$ cat src/rtl/fib_sequencer.sv
`default_nettype none
// ============================================================================
// Module      : fib_sequencer
// Description : Accepts a Fibonacci job (seeds f0/f1, term index n_idx),
//               performs one add on a shared ALU per grant, and returns
//               F(n) mod 2^N over a valid/ready handshake with a sticky
//               overflow flag.
// Revision    : 1.0 - initial release
// ============================================================================
module fib_sequencer #(
  parameter int N     = 6,
  parameter int CNT_W = 8
) (
  input  logic             clk,
  input  logic             reset,
  input  logic             start,
  input  logic [N-1:0]     f0,
  input  logic [N-1:0]     f1,
  input  logic [CNT_W-1:0] n_idx,
  output logic             busy,
  output logic             out_valid,
  input  logic             out_ready,
  output logic [N-1:0]     fn,
  output logic             ovf,
  output logic             alu_req,
  input  logic             alu_gnt,
  output logic [2:0]       alu_op,
  output logic [N-1:0]     alu_a,
  output logic [N-1:0]     alu_b,
  input  logic [N-1:0]     alu_y,
  input  logic             alu_cf
);

  typedef enum logic [1:0] {
    S_IDLE = 2'd0,
    S_CALC = 2'd1,
    S_HOLD = 2'd2
  } state_t;

  localparam logic [2:0]       C_OP_ADD  = 3'b000;
  localparam logic [CNT_W-1:0] C_REM_ONE = {{(CNT_W-1){1'b0}}, 1'b1};

  state_t           r_state;
  state_t           w_next;
  logic [N-1:0]     r_a;      // F(k-2)
  logic [N-1:0]     r_b;      // F(k-1)
  logic [N-1:0]     r_fn;
  logic [CNT_W-1:0] r_rem;    // adds still to perform
  logic             r_ovf;
  logic             w_short;  // n_idx is 0 or 1: answer is a seed, no adds
  logic             w_last;   // granted add that completes the job

  assign w_short = (n_idx[CNT_W-1:1] == '0);
  assign w_last  = alu_gnt && (r_rem == C_REM_ONE);

  // State register
  always_ff @(posedge clk) begin
    if (reset) r_state <= S_IDLE;
    else       r_state <= w_next;
  end

  // Next-state logic
  always_comb begin
    w_next = r_state;
    case (r_state)
      S_IDLE: if (start)     w_next = w_short ? S_HOLD : S_CALC;
      S_CALC: if (w_last)    w_next = S_HOLD;
      S_HOLD: if (out_ready) w_next = S_IDLE;
      default:               w_next = S_IDLE;
    endcase
  end

  // Datapath: seed latch on accept, one Fibonacci step per granted add
  always_ff @(posedge clk) begin
    if (reset) begin
      r_a   <= '0;
      r_b   <= '0;
      r_fn  <= '0;
      r_rem <= '0;
      r_ovf <= 1'b0;
    end else begin
      case (r_state)
        S_IDLE: begin
          if (start) begin
            r_a   <= f0;
            r_b   <= f1;
            r_ovf <= 1'b0;
            if (w_short) r_fn  <= n_idx[0] ? f1 : f0;
            else         r_rem <= n_idx - C_REM_ONE;
          end
        end
        S_CALC: begin
          if (alu_gnt) begin
            r_a   <= r_b;
            r_b   <= alu_y;
            r_ovf <= r_ovf | alu_cf;
            r_rem <= r_rem - C_REM_ONE;
            if (w_last) r_fn <= alu_y;
          end
        end
        default: begin
        end
      endcase
    end
  end

  // Outputs decoded from state; ALU operands are zeroed outside CALC
  always_comb begin
    busy      = (r_state != S_IDLE);
    out_valid = (r_state == S_HOLD);
    alu_req   = (r_state == S_CALC);
    alu_op    = C_OP_ADD;
    alu_a     = alu_req ? r_a : '0;
    alu_b     = alu_req ? r_b : '0;
    fn        = r_fn;
    ovf       = r_ovf;
  end

endmodule
`default_nettype wire

$ cat config.mk
export PLATFORM = sky130hd
export DESIGN_NAME = fib_sequencer
export DESIGN_NICKNAME = d
export VERILOG_FILES = /design/src/rtl/fib_sequencer.sv
export SDC_FILE = /design/constraint.sdc
export NUM_CORES = 1
export LEC_CHECK = 0
export ABC_AREA = 1
export CAP_MARGIN = 20
export CORE_UTILIZATION = 50
export DETAILED_ROUTE_END_ITERATION = 10
export PLACE_DENSITY = 0.85
export SETUP_SLACK_MARGIN = 0.02
export SLEW_MARGIN = 30
export SYNTH_ARGS = -nofsm -noshare
export SYNTH_HDL_FRONTEND = slang
export SYNTH_SLANG_ARGS = --single-unit
export TNS_END_PERCENT = 10
$ cat constraint.sdc
create_clock -name clk -period 1.9 [get_ports clk]
set_input_delay 0.38 -clock clk [delete_from_list [all_inputs] [get_ports clk]]
set_output_delay 0.38 -clock clk [all_outputs]
set_load 0.005 [all_outputs]
==> results of run 1 <==
[kinds of logic after synthesis]
kind of cell    share of synthesized area, %
mux                                   0.5602
flops                                  32.49
compound gates                         18.21
xor+xnor                              0.4903
buf+inv                                12.53
simple gates                           33.40
fa+ha+maj                              2.101
other cells                           0.2099
[power groups by stage]
stage / combinational, mW / clock, mW / sequential [mW]
final: 1.17 / 0.371 / 0.811
after global routing: 1.31 / 0.398 / 0.825
after CTS: 1.16 / 0.372 / 0.807
after detailed placement: 1.16 / 0 / 0.821
after global placement: 1.13 / 0 / 0.817
after floorplan: 0.710 / 0 / 0.806
[synthesized netlist by cell type, drive strengths merged (2+ instances only)]
library cell	instances	share of area, %
clkbuf	4	0.84
inv	37	7.9
a31oi	13	4.6
or2	2	0.70
dfxtp	29	32
nor2	53	12
a21oi	12	3.4
o21ai	33	9.9
nand2	68	15
nand3	21	5.9
buf	10	3.5
ha	3	2.1
[metrics by stage]
step / instance area, µm² / cells
detailed placement: 2437 / 394
floorplan: 1794 / 293
global placement: 2437 / 394
global route: 2490 / 402
CTS: 2485 / 402
finish: 2490 / 402
[final cells by class]
cell class	instances	area (µm²)
inverters	38	146.4
clock inverters	2	10.01
flip-flops and latches	29	581.8
repair buffers	69	650.6
multi-input cells	212	1002
well taps	46	57.56
clock buffers	6	41.29
fillers	276	899.6
[sequential cells by signal, indices dropped and copies added (netlist names)]
name	count
r_rem	8
fn	6
r_a	6
r_b	6
r_state	2
ovf	1
[layer usage]
metal	share of wire, %	GRT usage [%]	wire (µm)	vias up
met4	1.9	14.29	97	0
met2	46	45.31	2289	96
li1	-	-	-	1053
met3	6.9	4.969	345	13
met5	0	0	0	-
met1	45	37.97	2255	939
[layout by cell type (no fill, tap or decap), drive strengths merged]
master | netlist | routed
nand3 | 21 | 21
nor3 | 1 | 1
or2 | 2 | 2
inv | 37 | 37
nor2 | 53 | 53
a31oi | 13 | 13
ha | 3 | 3
xnor2 | 1 | 1
clkinv | 1 | 3
dfxtp | 29 | 29
buf | 10 | 16
dlygate4sd2 | 0 | 12
a21oi | 12 | 12
o21ai | 33 | 33
mux2i | 1 | 1
clkbuf | 4 | 6
conb | 1 | 3
dlymetal6s2s | 0 | 1
nand2 | 68 | 68
clkdlybuf4s50 | 0 | 40
a211oi | 1 | 1
[final timing paths]
path / end / slack, ps / cells after the start
worst max-delay path: busy / 80 / 3
worst min-delay path: r_state[1]$_SDFFE_PP0P_ / 440 / 1
worst max register to register: fn[1]$_SDFFE_PP0P_ / 210 / 12
worst min register to register: r_state[1]$_SDFFE_PP0P_ / 440 / 1
[repair_timing]
item | in CTS | in global routing
hold buffers | 0 | 0
setup endpoints to repair | 13 | 2
resized for setup | 17 | 2
==> metrics.md, run 1 <==
| Metric | Value |
|---|---|
| Nets | 390 |
| Final wirelength | 4988 µm |
| MaxCap Viol Count | 0 |
| First drt pass iteration count | 5 |
| Post-synthesis sequential area ratio | around 32% |
| Seq pwr share | 34.5% |
| H-tree levels | 2 |
| Crit-path max FO | 3 |
| Hold Slack | 444.7 ps |
| Int Pwr | between 1 and 1.5 mW |
| Slowest CP cell | clkdlybuf4s50_1 |
| Syn avg cell area | 6.140 µm² |
| Drt drc | 0 |
| Rows | 21 |
| FF-to-FF Start | r_state[1]$_SDFFE_PP0P_ |
| Worst skew pair latency | 340 ps |
| Via count | 2,101 |
| Status | complete, no violations |
| Core Area | 3390 µm² |
| Die ar. | between 3000 and 4000 µm² |
| NetSw | 0.9735 mW |
| Starting Density | between 50% and 60% |
| Crit. End Element | output port |
| Violation count after the first detailed-route iteration | 126 |
| Share of layout cells above drive strength 1 | 11.52% |
| Antenna violations before repair | 0 |
| WP data arrival | 1440 ps |
| I/O pins | 57 |
| Placed wire-length estimate | around 3700 µm |
| Post-synth cell types | 27 |
| Delay-heaviest family, CP | buffers and inverters |
| Vias in the first global route | approximately 1,800 |
| Ys async rst share | 0% |
| Slowest Stage Delay on Critical Path | 520 ps |
| Hold Crit Start | r_state[1]$_SDFFE_PP0P_ |
| Clock Sinks | 29 |
| RSZ-0062 raised after global routing | false |
| Sw Ratio | between 40% and 50% |
| First-pass GRT wire length | between 7000 and 8000 µm |
| Overall die width | 61.78 µm |
| Clock network power share | 15.8% |
| ANT cells | 0 |
| Placement Setup Slack | -26.84 ps |
| Final Hold Fails | 0 |
| Final TNS setup | 0 ps |
| Minimum clock period | 1817 ps |
| Design Power | ~2.3 mW |
| P per Cell Area | 943.3 nW/µm² |
| Element type at the critical path start | flip-flop |
| Max Freq | 550.3 MHz |
| Final setup fails | 0 |
| Largest net degree at the start of global routing | 30 |
| Pleak | 1.123 nW |
| Final setup margin | 82.93 ps |
| Setup crit start | r_state[0]$_SDFFE_PP0P_ |
| Total grt overflow | 0 |
| Clk root buf | clkbuf_4 |
| Crit path cell chain | nor2_2, inv_1, clkdlybuf4s50_1 |
| TritonCTS clock tree | built |
| Ys flop type | dfxtp_1 |
| Final worst path period share | 95.64% |
| Worst Hold Class | flip-flop to flip-flop |
| Crit Path Class | flip-flop to output port |
| Routed vias/inst | 5.226 |
| Total GRT Usage | 28.76% |
| WL/cell | 12.41 µm |
| Worst vdd ir | 0.5899 mV |
| Port bufs | 53 |
| Clk buf depth | 2 |
| Clock skew | approximately 16 ps |
| Final ANT Viol Nets | 0 |
| Number of synthesized register bits | 29 |
| Syn Inst Count | about 290 |
| Worst-path clk slew | 100 ps |
| Comb pwr share | 49.7% |
| Slew Limit Fails | 0 |
| Post-CTS setup buffer count | 0 |
| Yosys warns | 0 |
| Die H | 61.78 µm |
| EDFF count, synth | 0 |
| CP Data Required Time | approximately 1500 ps |
| Cts bufs inserted | 5 |
| Gpl congestion | 0.9124 |
| Final core utilization | 73.46% |
| Synth-to-Final Area Change | 39.36% |
| WP buf/inv | 2 |
| Syn Std Cell Area | 1787 µm² |
(Power assumes the default switching activity.)
==> inputs of run 2 (changes only) <==
CORE_UTILIZATION = 29   (was 50)
PLACE_DENSITY = not set   (was 0.85)
clock period = 1.8 ns   (was 1.9 ns; I/O delays follow)
==> metrics.md, run 2 (same netlist as run 1, synthesis figures left out) <==
| Metric | Value |
|---|---|
| Status | complete, no violations |
| First drt pass iteration count | 4 |
| Worst-path clk slew | 70 ps |
| WP data arrival | 1370 ps |
| Die H | just over 80 µm |
| NetSw | 1.048 mW |
| Final worst path period share | 95.97% |
| Commonest non-fill, non-tap cell in the layout | nand2_1 |
| Total grt overflow | 0 |
| Slew Limit Fails | 0 |
| Antenna violations before repair | 0 |
| Hold Buf Count CTS | 0 |
| Synth-to-Final Area Change | 48.11% |
| Via count | 2,085 |
| Cts bufs inserted | 5 |
| Fillers | 628 |
| Final ANT Viol Nets | 0 |
| Comb pwr share | 48.0% |
| Clock Sinks | 29 |
| Drt drc | 0 |
| Seq pwr share | between 30 and 40% |
| CP Data Required Time | 1440 ps |
| TritonCTS clock tree | built |
| Gpl congestion | 0.8216 |
| Design Power | 2.665 mW |
| Rows | 28 |
| Final Non-Filler Cells | 438 |
| Setup crit start | r_state[0]$_SDFFE_PP0P_ |
| Sw Ratio | 39.33% |
| P per Cell Area | 1007 nW/µm² |
| Design Area, Final | 2646 µm² |
| Final Hold Fails | 0 |
| Starting Density | between 30% and 40% |
| First-pass GRT wire length | 8597 µm |
| Worst Hold Class | flip-flop to flip-flop |
| Violation count after the first detailed-route iteration | 108 |
| Element type at the critical path start | flip-flop |
| Crit. End Element | output port |
| Top reg by flops | r_rem |
| Pleak | between 1 and 1.5 nW |
| ANT cells | 0 |
| RSZ-0062 raised after global routing | true |
| Placed wire-length estimate | 3974 µm |
| Worst vdd ir | 0.4768 mV |
| Clk buf depth | 2 |
| Total GRT Usage | 17.45% |
| Largest net degree at the start of global routing | 25 |
| Core Area | 5921 µm² |
| Clk root buf | clkbuf_8 |
| Clock skew | approximately 2.9 ps |
| Int Pwr | 1.617 mW |
| Minimum clock period | around 1700 ps |
| Die ar. | approximately 6500 µm² |
| Most frequent cells in the layout | nand2_1, nor2_1, clkdlybuf4s50_1, inv_1, dfxtp_1 |
| Share of layout cells above drive strength 1 | about 14% |
| Nets | 397 |
| Vias in the first global route | 1,839 |
| Port bufs | 53 |
| I/O pins | 57 |
| Max Freq | 578.9 MHz |
| Worst skew pair latency | 280 ps |
| Routed vias/inst | 4.760 |
| Hold Crit Start | r_a[3]$_SDFFE_PP0P_ |
| Crit Path Class | flip-flop to output port |
| WL/cell | 12.13 µm |
| MaxCap Viol Count | 0 |
| Overall die width | 80.49 µm |
| Clock network power share | between 10% and 20% |
| Crit-path max FO | 3 |
| Final TNS setup | 0 ps |
| Post-place instance area | 2539 µm² |
| Final wirelength | 5315 µm |
| Max reg flops | 8 |
| Inst Count DP | between 400 and 500 |
| FF-to-FF Start | r_state[1]$_SDFFE_PP0P_ |
| Final setup fails | 0 |
| H-tree levels | 2 |
-- run 2: cell count changes in the layout (fill, tap and decap cells not counted), moves of 3 or more --
cell / previous run / this run
buf_4: 15 / 21
clkbuf_4: 5 / 0
clkbuf_8: 0 / 5
dlygate4sd2_1: 12 / 8
dlymetal6s2s_1: 1 / 5
nor2_1: 46 / 43
nor2_2: 6 / 9
-- run 2: final timing paths --
check	endpoint	slack (ps)	cells past startpoint
hold reg to reg	r_a[3]$_SDFFE_PP0P_	470	2
setup reg to reg	fn[2]$_SDFFE_PP0P_	190	10
hold / removal	r_a[3]$_SDFFE_PP0P_	470	2
setup / recovery	busy	70	3
-- run 2: what timing repair did --
action | 4_1_cts | 5_1_grt
setup buffers | 0 | 0
gates cloned | 0 | 0
endpoints found under the setup margin | 13 | 9
resized for setup | 11 | 11
-- run 2: final cells by class --
cell class                      count  area, µm²  share of cell area (%)
Inverter                           38      146.4                   5.532
Sequential cell                    29      580.6                   21.94
Clock inverter                      2      10.01                  0.3783
Clock buffer                        6      72.57                   2.742
Timing Repair Buffer               76      730.7                   27.61
Multi-Input combinational cell    212       1012                   38.25
Tap cell                           75      93.84                   3.546
-- run 2: critical path: stages, from the launching register on --
cell	delay (ps)
dfxtp_1	390
nor2_2	80
inv_1	110
clkdlybuf4s50_1	520
-- run 2: metrics by stage --
stage / utilization [%] / setup slack [ps] / hold WS (ps)
2_1_floorplan: - / 534.1 / 426.5
3_3_place_gp: 42.88 / -63.73 / 441.1
3_5_place_dp: 42.88 / -110.3 / 445.4
4_1_cts: 44.23 / -154.2 / 454.7
5_1_grt: 44.70 / -3.163 / 492.1
6_report: 44.70 / 72.56 / 470.2
-- run 2: metal layers --
layer  part of all wire, %  up-vias  track usage (%)  wire length (µm)
li1                      -     1066                -                 -
met1                    45      933            22.50              2374
met2                    46       80            28.14              2439
met3                   8.3        6            4.545               443
met4                   1.1        0            5.357                57
met5                     0        -                0                 0
-- run 2: power by group through the flow --
stage | Clock, mW | Combinational (mW) | Sequential, mW
finish | 0.530 | 1.28 | 0.856
global route | 0.574 | 1.43 | 0.873
CTS | 0.541 | 1.27 | 0.852
detailed placement | 0 | 1.28 | 0.866
global placement | 0 | 1.27 | 0.865
floorplan | 0 | 0.750 | 0.851
